`config.mk`:
```
export PLATFORM = sky130hd
export DESIGN_NAME = branch_predict_unit
export DESIGN_NICKNAME = d
export VERILOG_FILES = /design/src/rtl/branch_predict_unit.sv
export SDC_FILE = /design/constraint.sdc
export NUM_CORES = 1
export LEC_CHECK = 0
export ABC_CLOCK_PERIOD_IN_PS = 7130
export CAP_MARGIN = 25
export CELL_PAD_IN_SITES_DETAIL_PLACEMENT = 0
export CELL_PAD_IN_SITES_GLOBAL_PLACEMENT = 1
export CORE_MARGIN = 10
export CORE_UTILIZATION = 49
export DETAILED_ROUTE_END_ITERATION = 10
export HOLD_SLACK_MARGIN = 0.08
export PLACE_DENSITY = 0.93
export SETUP_SLACK_MARGIN = 0.5
export SYNTH_ARGS = -nofsm -noshare
export SYNTH_HDL_FRONTEND = slang
export SYNTH_SLANG_ARGS = --single-unit
```
`constraint.sdc`:
```
create_clock -name clk_i -period 7.13 [get_ports clk_i]
set_clock_uncertainty 0.1 [all_clocks]
set_input_delay 1.426 -clock clk_i [delete_from_list [all_inputs] [get_ports clk_i]]
set_output_delay 1.426 -clock clk_i [all_outputs]
set_load 0.005 [all_outputs]
```
`src/rtl/branch_predict_unit.sv`:
```
// Branch resolution unit for the execute stage.
// Decodes eight branch types from the ALU flags and registers the taken
// decision and a misprediction pulse. It trains a pattern-history table of
// 2-bit saturating counters, which the fetch stage reads combinationally.
// It also keeps saturating counts of resolved branches and mispredictions.
module branch_predict_unit #(
  parameter int PC_W      = 32,
  parameter int PHT_DEPTH = 64,
  parameter int CNT_W     = 16
) (
  input  logic             clk_i,
  input  logic             rst_ni,
  input  logic [PC_W-1:0]  fetchPc_i,
  output logic             predTaken_o,
  input  logic             valid_i,
  input  logic [2:0]       branchType_i,
  input  logic             zf_i,
  input  logic             sign_i,
  input  logic [PC_W-1:0]  pc_i,
  input  logic             predTaken_i,
  input  logic             statClear_i,
  output logic             resolveValid_o,
  output logic             branch_o,
  output logic             mispredict_o,
  output logic [CNT_W-1:0] branchCount_o,
  output logic [CNT_W-1:0] mispredictCount_o
);

  localparam int IDX_W = $clog2(PHT_DEPTH);
  localparam logic [CNT_W-1:0] CNT_ONE = {{(CNT_W-1){1'b0}}, 1'b1};

  typedef enum logic [2:0] {
    BR_NONE = 3'b000,
    BR_BEQ  = 3'b001,
    BR_BNE  = 3'b010,
    BR_BGTZ = 3'b011,
    BR_BLEZ = 3'b100,
    BR_BLTZ = 3'b101,
    BR_BGEZ = 3'b110,
    BR_JUMP = 3'b111
  } branchType_e;

  logic [1:0]       r_pht [PHT_DEPTH];
  logic             r_resolveValid;
  logic             r_branch;
  logic             r_mispredict;
  logic [CNT_W-1:0] r_branchCount;
  logic [CNT_W-1:0] r_mispredictCount;

  logic             w_taken;
  logic             w_train;
  logic             w_mispredict;
  logic             w_isBranch;
  logic [IDX_W-1:0] w_resolveIdx;
  logic [IDX_W-1:0] w_fetchIdx;
  logic [1:0]       w_entry;
  logic             w_unusedPcBits;

  // PCs are word aligned, so the PHT index skips the two byte-offset bits.
  assign w_resolveIdx = pc_i[IDX_W+1:2];
  assign w_fetchIdx   = fetchPc_i[IDX_W+1:2];
  assign w_entry      = r_pht[w_resolveIdx];

  // The PHT index uses only part of each PC; the rest is folded here so the unused bits are explicit.
  assign w_unusedPcBits = ^{pc_i[PC_W-1:IDX_W+2], pc_i[1:0],
                            fetchPc_i[PC_W-1:IDX_W+2], fetchPc_i[1:0]};

  // Evaluate the branch condition for the resolving instruction from the ALU flags.
  always_comb begin
    w_taken = 1'b0;
    case (branchType_e'(branchType_i))
      BR_NONE: w_taken = 1'b0;
      BR_BEQ:  w_taken = zf_i;
      BR_BNE:  w_taken = ~zf_i;
      BR_BGTZ: w_taken = ~zf_i & ~sign_i;
      BR_BLEZ: w_taken = zf_i | sign_i;
      BR_BLTZ: w_taken = sign_i;
      BR_BGEZ: w_taken = ~sign_i;
      BR_JUMP: w_taken = 1'b1;
      default: w_taken = 1'b0;
    endcase
  end

  // Only conditional branches train the PHT; "none" and unconditional jumps leave it untouched.
  assign w_isBranch   = valid_i && (branchType_i != BR_NONE);
  assign w_train      = w_isBranch && (branchType_i != BR_JUMP);
  assign w_mispredict = valid_i && (w_taken != predTaken_i);

  // Fetch reads the table with no bypass, so a same-cycle write is seen one cycle later.
  assign predTaken_o = r_pht[w_fetchIdx][1];

  // Train the addressed 2-bit counter, saturating at both ends; reset parks every entry at weakly not-taken.
  always_ff @(posedge clk_i) begin
    if (!rst_ni) begin
      for (int i = 0; i < PHT_DEPTH; i++) begin
        r_pht[i] <= 2'b01;
      end
    end else if (w_train) begin
      if (w_taken && (w_entry != 2'b11)) begin
        r_pht[w_resolveIdx] <= w_entry + 2'd1;
      end else if (!w_taken && (w_entry != 2'b00)) begin
        r_pht[w_resolveIdx] <= w_entry - 2'd1;
      end
    end
  end

  // Register the resolve result; all three flags are forced low on cycles without a request.
  always_ff @(posedge clk_i) begin
    if (!rst_ni) begin
      r_resolveValid <= 1'b0;
      r_branch       <= 1'b0;
      r_mispredict   <= 1'b0;
    end else begin
      r_resolveValid <= valid_i;
      r_branch       <= valid_i & w_taken;
      r_mispredict   <= w_mispredict;
    end
  end

  // Count resolved branches, saturating at all-ones; a clear wins over a simultaneous increment.
  always_ff @(posedge clk_i) begin
    if (!rst_ni) begin
      r_branchCount <= '0;
    end else if (statClear_i) begin
      r_branchCount <= '0;
    end else if (w_isBranch && !(&r_branchCount)) begin
      r_branchCount <= r_branchCount + CNT_ONE;
    end
  end

  // Count mispredictions with the same saturate-and-clear behaviour.
  always_ff @(posedge clk_i) begin
    if (!rst_ni) begin
      r_mispredictCount <= '0;
    end else if (statClear_i) begin
      r_mispredictCount <= '0;
    end else if (w_mispredict && !(&r_mispredictCount)) begin
      r_mispredictCount <= r_mispredictCount + CNT_ONE;
    end
  end

  assign resolveValid_o    = r_resolveValid;
  assign branch_o          = r_branch;
  assign mispredict_o      = r_mispredict;
  assign branchCount_o     = r_branchCount;
  assign mispredictCount_o = r_mispredictCount;

endmodule

```
; ---- Yosys cells after proc, flatten, opt, wreduce, memory -nomap -nowiden
; Memory sizes are Yosys's and may differ from the RTL's.
; Cells that the tools add are included.
[word_totals]
reg_bits = 35
latch_bits = 0
mem_bits_rw = 128
mem_bits_ro = 0
input_bits = 74
n_memories = 1
[op_classes]
addsub = 4
mul = 0
n_div = 0
magnitude_cmp = 0
eq_ne = 10
shifts = 0
muxes = 15
n_bitwise = 7
reduce_logical = 17
[mem_list]
columns = name, depth, word_bits, read_ports, rd_ports_with_merged_regs, wr, line
row1 = r_pht, 64, 2, 2, 0, 64, 43  ; logic [1:0] r_pht [PHT_DEPTH];
[op_table]
columns = cell, count
row1 = "16-bit by 1-bit adder with 16-bit output, second input constant", 2
row2 = 16-bit AND reduction, 2
row3 = "3-bit == test, second input constant", 4
row4 = 1-bit 2-to-1 mux, 11
row5 = 1-bit one-hot mux with 8 select lines, 1
row6 = 1-bit logical AND, 7
row7 = "3-bit by 2-bit == test with 1-bit output, second input constant", 2
row8 = 6-bit 2-to-1 mux, 1
row9 = 2-bit 2-to-1 mux, 2
row10 = 2-bit OR reduction, 2
row11 = "3-bit by 1-bit == test with 1-bit output, second input constant", 1
row12 = 1-bit zero test, 3
row13 = 3-bit zero test, 1
row14 = "3-bit != test, second input constant", 1
row15 = 1-bit inverter, 3
row16 = 3-bit nonzero test, 1
row17 = "2-bit by 1-bit adder with 2-bit output, second input constant", 1
row18 = 1-bit AND, 2
row19 = "2-bit != test, second input constant", 1
row20 = 1-bit bitwise OR, 2
row21 = 2-bit nonzero test, 1
row22 = "2-bit by 1-bit subtractor with 2-bit output, second input constant", 1
row23 = 1-bit != test, 1

; ---- Depth between registers and ports, before layout
[depth]
depth_word = 13
mapped_depth = 12

; ---- Worst setup path after synthesis
; OpenSTA, ideal clock, no wires.
[synth_timing]
path_type = input port to output port
from = in fetchPc_i[2]
to = out predTaken_o
arrival_time_ns = 3.838
t_required_ns = 5.604
path_slack_ns = 1.766
path_stages = 5
path_buffers = 2
cell_sequence = clkbuf_1 -> buf_1 -> mux4_2 -> mux4_2 -> mux4_2
[synth_via]
elab_chain_len = 1
[synth_rtl]
columns = element, line
row1 = "start, declared", 13  ; input logic [PC_W-1:0] fetchPc_i,
row2 = memory 64 x 2 bit, --
row3 = "end, declared", 14  ; output logic predTaken_o,
; No other way between the ends.

; ---- Worst setup path after layout
[layout_timing]
from = in fetchPc_i[3]
to = out predTaken_o
; Same word-level chain as after synthesis.

==> results.yml <==
status:
  status: "complete, no violations"
clock_network:
  cts_root_buf: "clkbuf_16"
  ctsResizeCount: 0
  cts_buffers: 17
  postCtsSetupBuffers: 0
  postCtsHoldBufs: 0
  htreeDepth: 4
  clock_path_buffers: 2
  clk_latency_ns: 0.44
  clock-sinks: 163
  path_clk_slew_ns: 0.06
  cts_tree: "done"
critical_path:
  rr_startpoint: "r_pht[16][0]"
  crit_required_ns: 5.60
  crit_fanout: 16
  end_kind: "output port"
  cp-start-kind: "input pin"
  startpoint: "fetchPc_i[3]"
  cp_data_arrival_time_ns: 4.45
  crit_type: "in2out"
logic_synthesis:
  ys_ff_latch: 163
  synth_area_per_cell_um2: 11.8
  yosysSeqAreaShare_pct: 48.1
  synth.cell_area_um2: 9450
  netlist.area_leader.share_pct: 40.7
  synth_top_flop_cell: "edfxtp_1"
  yosysWarnings: 0
  synth_fp_nets: 877
  synth_edf_count: 128
  syn-instance-count: 801
  async_reset_ff_share_pct: 0
  synth_cell_type_count: 65
  synth_largest_area_cell: "edfxtp_1"
  synth_area_leaders: "edfxtp_1 (41%), mux4_2 (7.6%), dfxtp_1 (7.4%)"
floorplanning:
  start_util_pct: 50.2
  dieArea_um2: 25200
  core_area_um2: 18800
  fp-row-count: 50
  ios: 110
  die_h_um: 159
  die_w_um: 159
cells_and_area:
  num_antenna_cells: 0
  final_area_um2: 10700
  fin_cells: 1088
  final_common_cell: "edfxtp_1"
  nets: 891
  area_growth_pct: 13.7
  layout-drive-gt1-share_pct: 18.6
  final_cell_mix: "edfxtp_1 (128), nand3_1 (87), a211oi_1 (59)"
place:
  gp_congestion: 0.906
  io_buffers: 57
  post_dp_cell_area_um2: 10100
  hpwl_um: 17000
  dp.cells: 1052
grt:
  track_usage_pct: 20.6
  grt_pass1_vias: 7035
  grt_max_degree: 66
  antenna_found_initial: 0
  grt_use_met1_pct: 26.5
  grt_overflow: 0
  use_met3_pct: 5.94
  met2_usage_pct: 31.4
  grt_pass1_wl_um: 41200
  grt_busiest_layer: "met2"
power_and_ir_drop:
  p_total_mw: 2.24
  pwr-share-seq_pct: 46.8
  p_per_area_nw_per_um2: 208
  combinationalPowerShare_pct: 14.4
  cellLeakagePower_nw: 3.19
  p_int_mw: 1.63
  peakVddDrop_mv: 0.187
  netSwitchingFraction_pct: 27.3
  clkPwrFrac_pct: 38.8
  power_switching_mw: 0.610
flow_run:
  maxCapViolCount: 0
timing:
  fin_crit_sh_pct: 83.9
  max_freq_mhz: 167
  finalSetupViolCount: 0
  hold_viol: 0
  fin_crit_ns: 5.98
  rsz0062_at_grt: "false"
  tightest_slew_ns: 1.03
  tns_ns: 0
  finalMaxSlewViolations: 0
  slew_headroom_pct: 31.2
route:
  dr_total_vias: 7490
  post_drt_wl_per_cell_um: 24.7
  drc: 0
  drtPass1Iterations: 6
  vias_per_cell: 6.88
  routed_wl_um: 26900
  antenna_left: 0
  drt_iter0_markers: 1063
min_path:
  hp-class: "reg2reg"
  min-delay-start: "mispredictCount_o[15]"
==> metrics by stage <==
stage          hold WS (ns)  setup slack, ns  utilization [%]
2_1_floorplan         0.381             1.77                -
3_3_place_gp          0.382             1.20             53.7
3_5_place_dp          0.384             1.18             53.9
4_1_cts               0.394             1.18             56.8
5_1_grt               0.431             1.14             57.0
6_report              0.394             1.15             57.0
==> cell families after synthesis <==
family / after synthesis / share of synthesized area, %
AO/OA/AOI/OAI: 189 / 18.6
XOR/XNOR: 23 / 2.13
adder cells (fa/ha/maj): 2 / 0.265
buffers and inverters: 98 / 5.10
flip-flops: 163 / 48.1
multiplexers: 70 / 11.7
AND/OR/NAND/NOR: 256 / 14.1
==> synth_stat cells (3+ instances only) <==
| library cell | instances |
|---|---|
| edfxtp_1 | 128 |
| nand3_1 | 89 |
| a211oi_1 | 59 |
| clkbuf_1 | 55 |
| nor2_1 | 44 |
| o41ai_2 | 41 |
| nand2_1 | 38 |
| dfxtp_1 | 35 |
| mux2i_1 | 34 |
| mux4_2 | 32 |
| a21oi_1 | 17 |
| o41ai_1 | 17 |
| a22oi_1 | 12 |
| buf_2 | 12 |
| xnor2_1 | 12 |
| buf_6 | 11 |
| nor3_1 | 11 |
| xor2_1 | 11 |
| or3_1 | 10 |
| and3_1 | 8 |
| buf_1 | 8 |
| o21ai_0 | 8 |
| o31ai_1 | 8 |
| inv_1 | 7 |
| nand2b_1 | 7 |
| nand3b_1 | 7 |
| nand4_1 | 6 |
| nor2b_1 | 6 |
| a221oi_1 | 4 |
| and2_1 | 4 |
| buf_4 | 4 |
| nor3b_1 | 4 |
| a31oi_1 | 3 |
| mux2_2 | 3 |
| o211ai_1 | 3 |
==> sequential cells by signal (all words and copies together), names as in the netlist <==
| signal | count |
|---|---|
| r_pht | 128 |
| branchCount_o | 16 |
| branch_o | 1 |
| mispredict_o | 1 |
| resolveValid_o | 1 |
| mispredictCount_o | 16 |
==> power by group through the flow <==
stage                     clock network (mW)  registers [mW]  logic, mW
final                                  0.867            1.05      0.322
after global routing                   0.915            1.05      0.336
after CTS                              0.872            1.05      0.313
after detailed placement                   0            1.07      0.311
after global placement                     0            1.07      0.309
after floorplan                            0            1.06      0.215
==> worst max-delay path: stages <==
cell	delay, ns
clkdlybuf4s50_1	1.11
mux4_2	0.42
mux4_2	0.54
mux4_2	0.49
clkdlybuf4s50_1	0.46
==> routing by layer <==
layer | part of all wire (%) | routed length [µm]
met1 | 38 | 10200
met2 | 47 | 12600
met3 | 11 | 3030
met4 | 4.0 | 1070
met5 | 0 | 0
==> area by class of cell <==
| type | count | area [µm²] |
|---|---|---|
| multi-input cells | 540 | 4450 |
| clock inverters | 12 | 73.8 |
| repair buffers | 86 | 841 |
| inverters | 7 | 26.3 |
| fillers | 1503 | 8090 |
| well taps | 260 | 325 |
| clock buffers | 20 | 479 |
| flip-flops and latches | 163 | 4540 |
==> worst paths after layout <==
path | slack [ns] | depth (start not counted) | end
setup / recovery | 1.15 | 5 | predTaken_o
hold / removal | 0.39 | 2 | mispredictCount_o[15]
setup reg to reg | 3.41 | 8 | r_pht[52][1]
hold reg to reg | 0.39 | 2 | mispredictCount_o[15]
No activity file was read; power rests on OpenSTA's default activity.
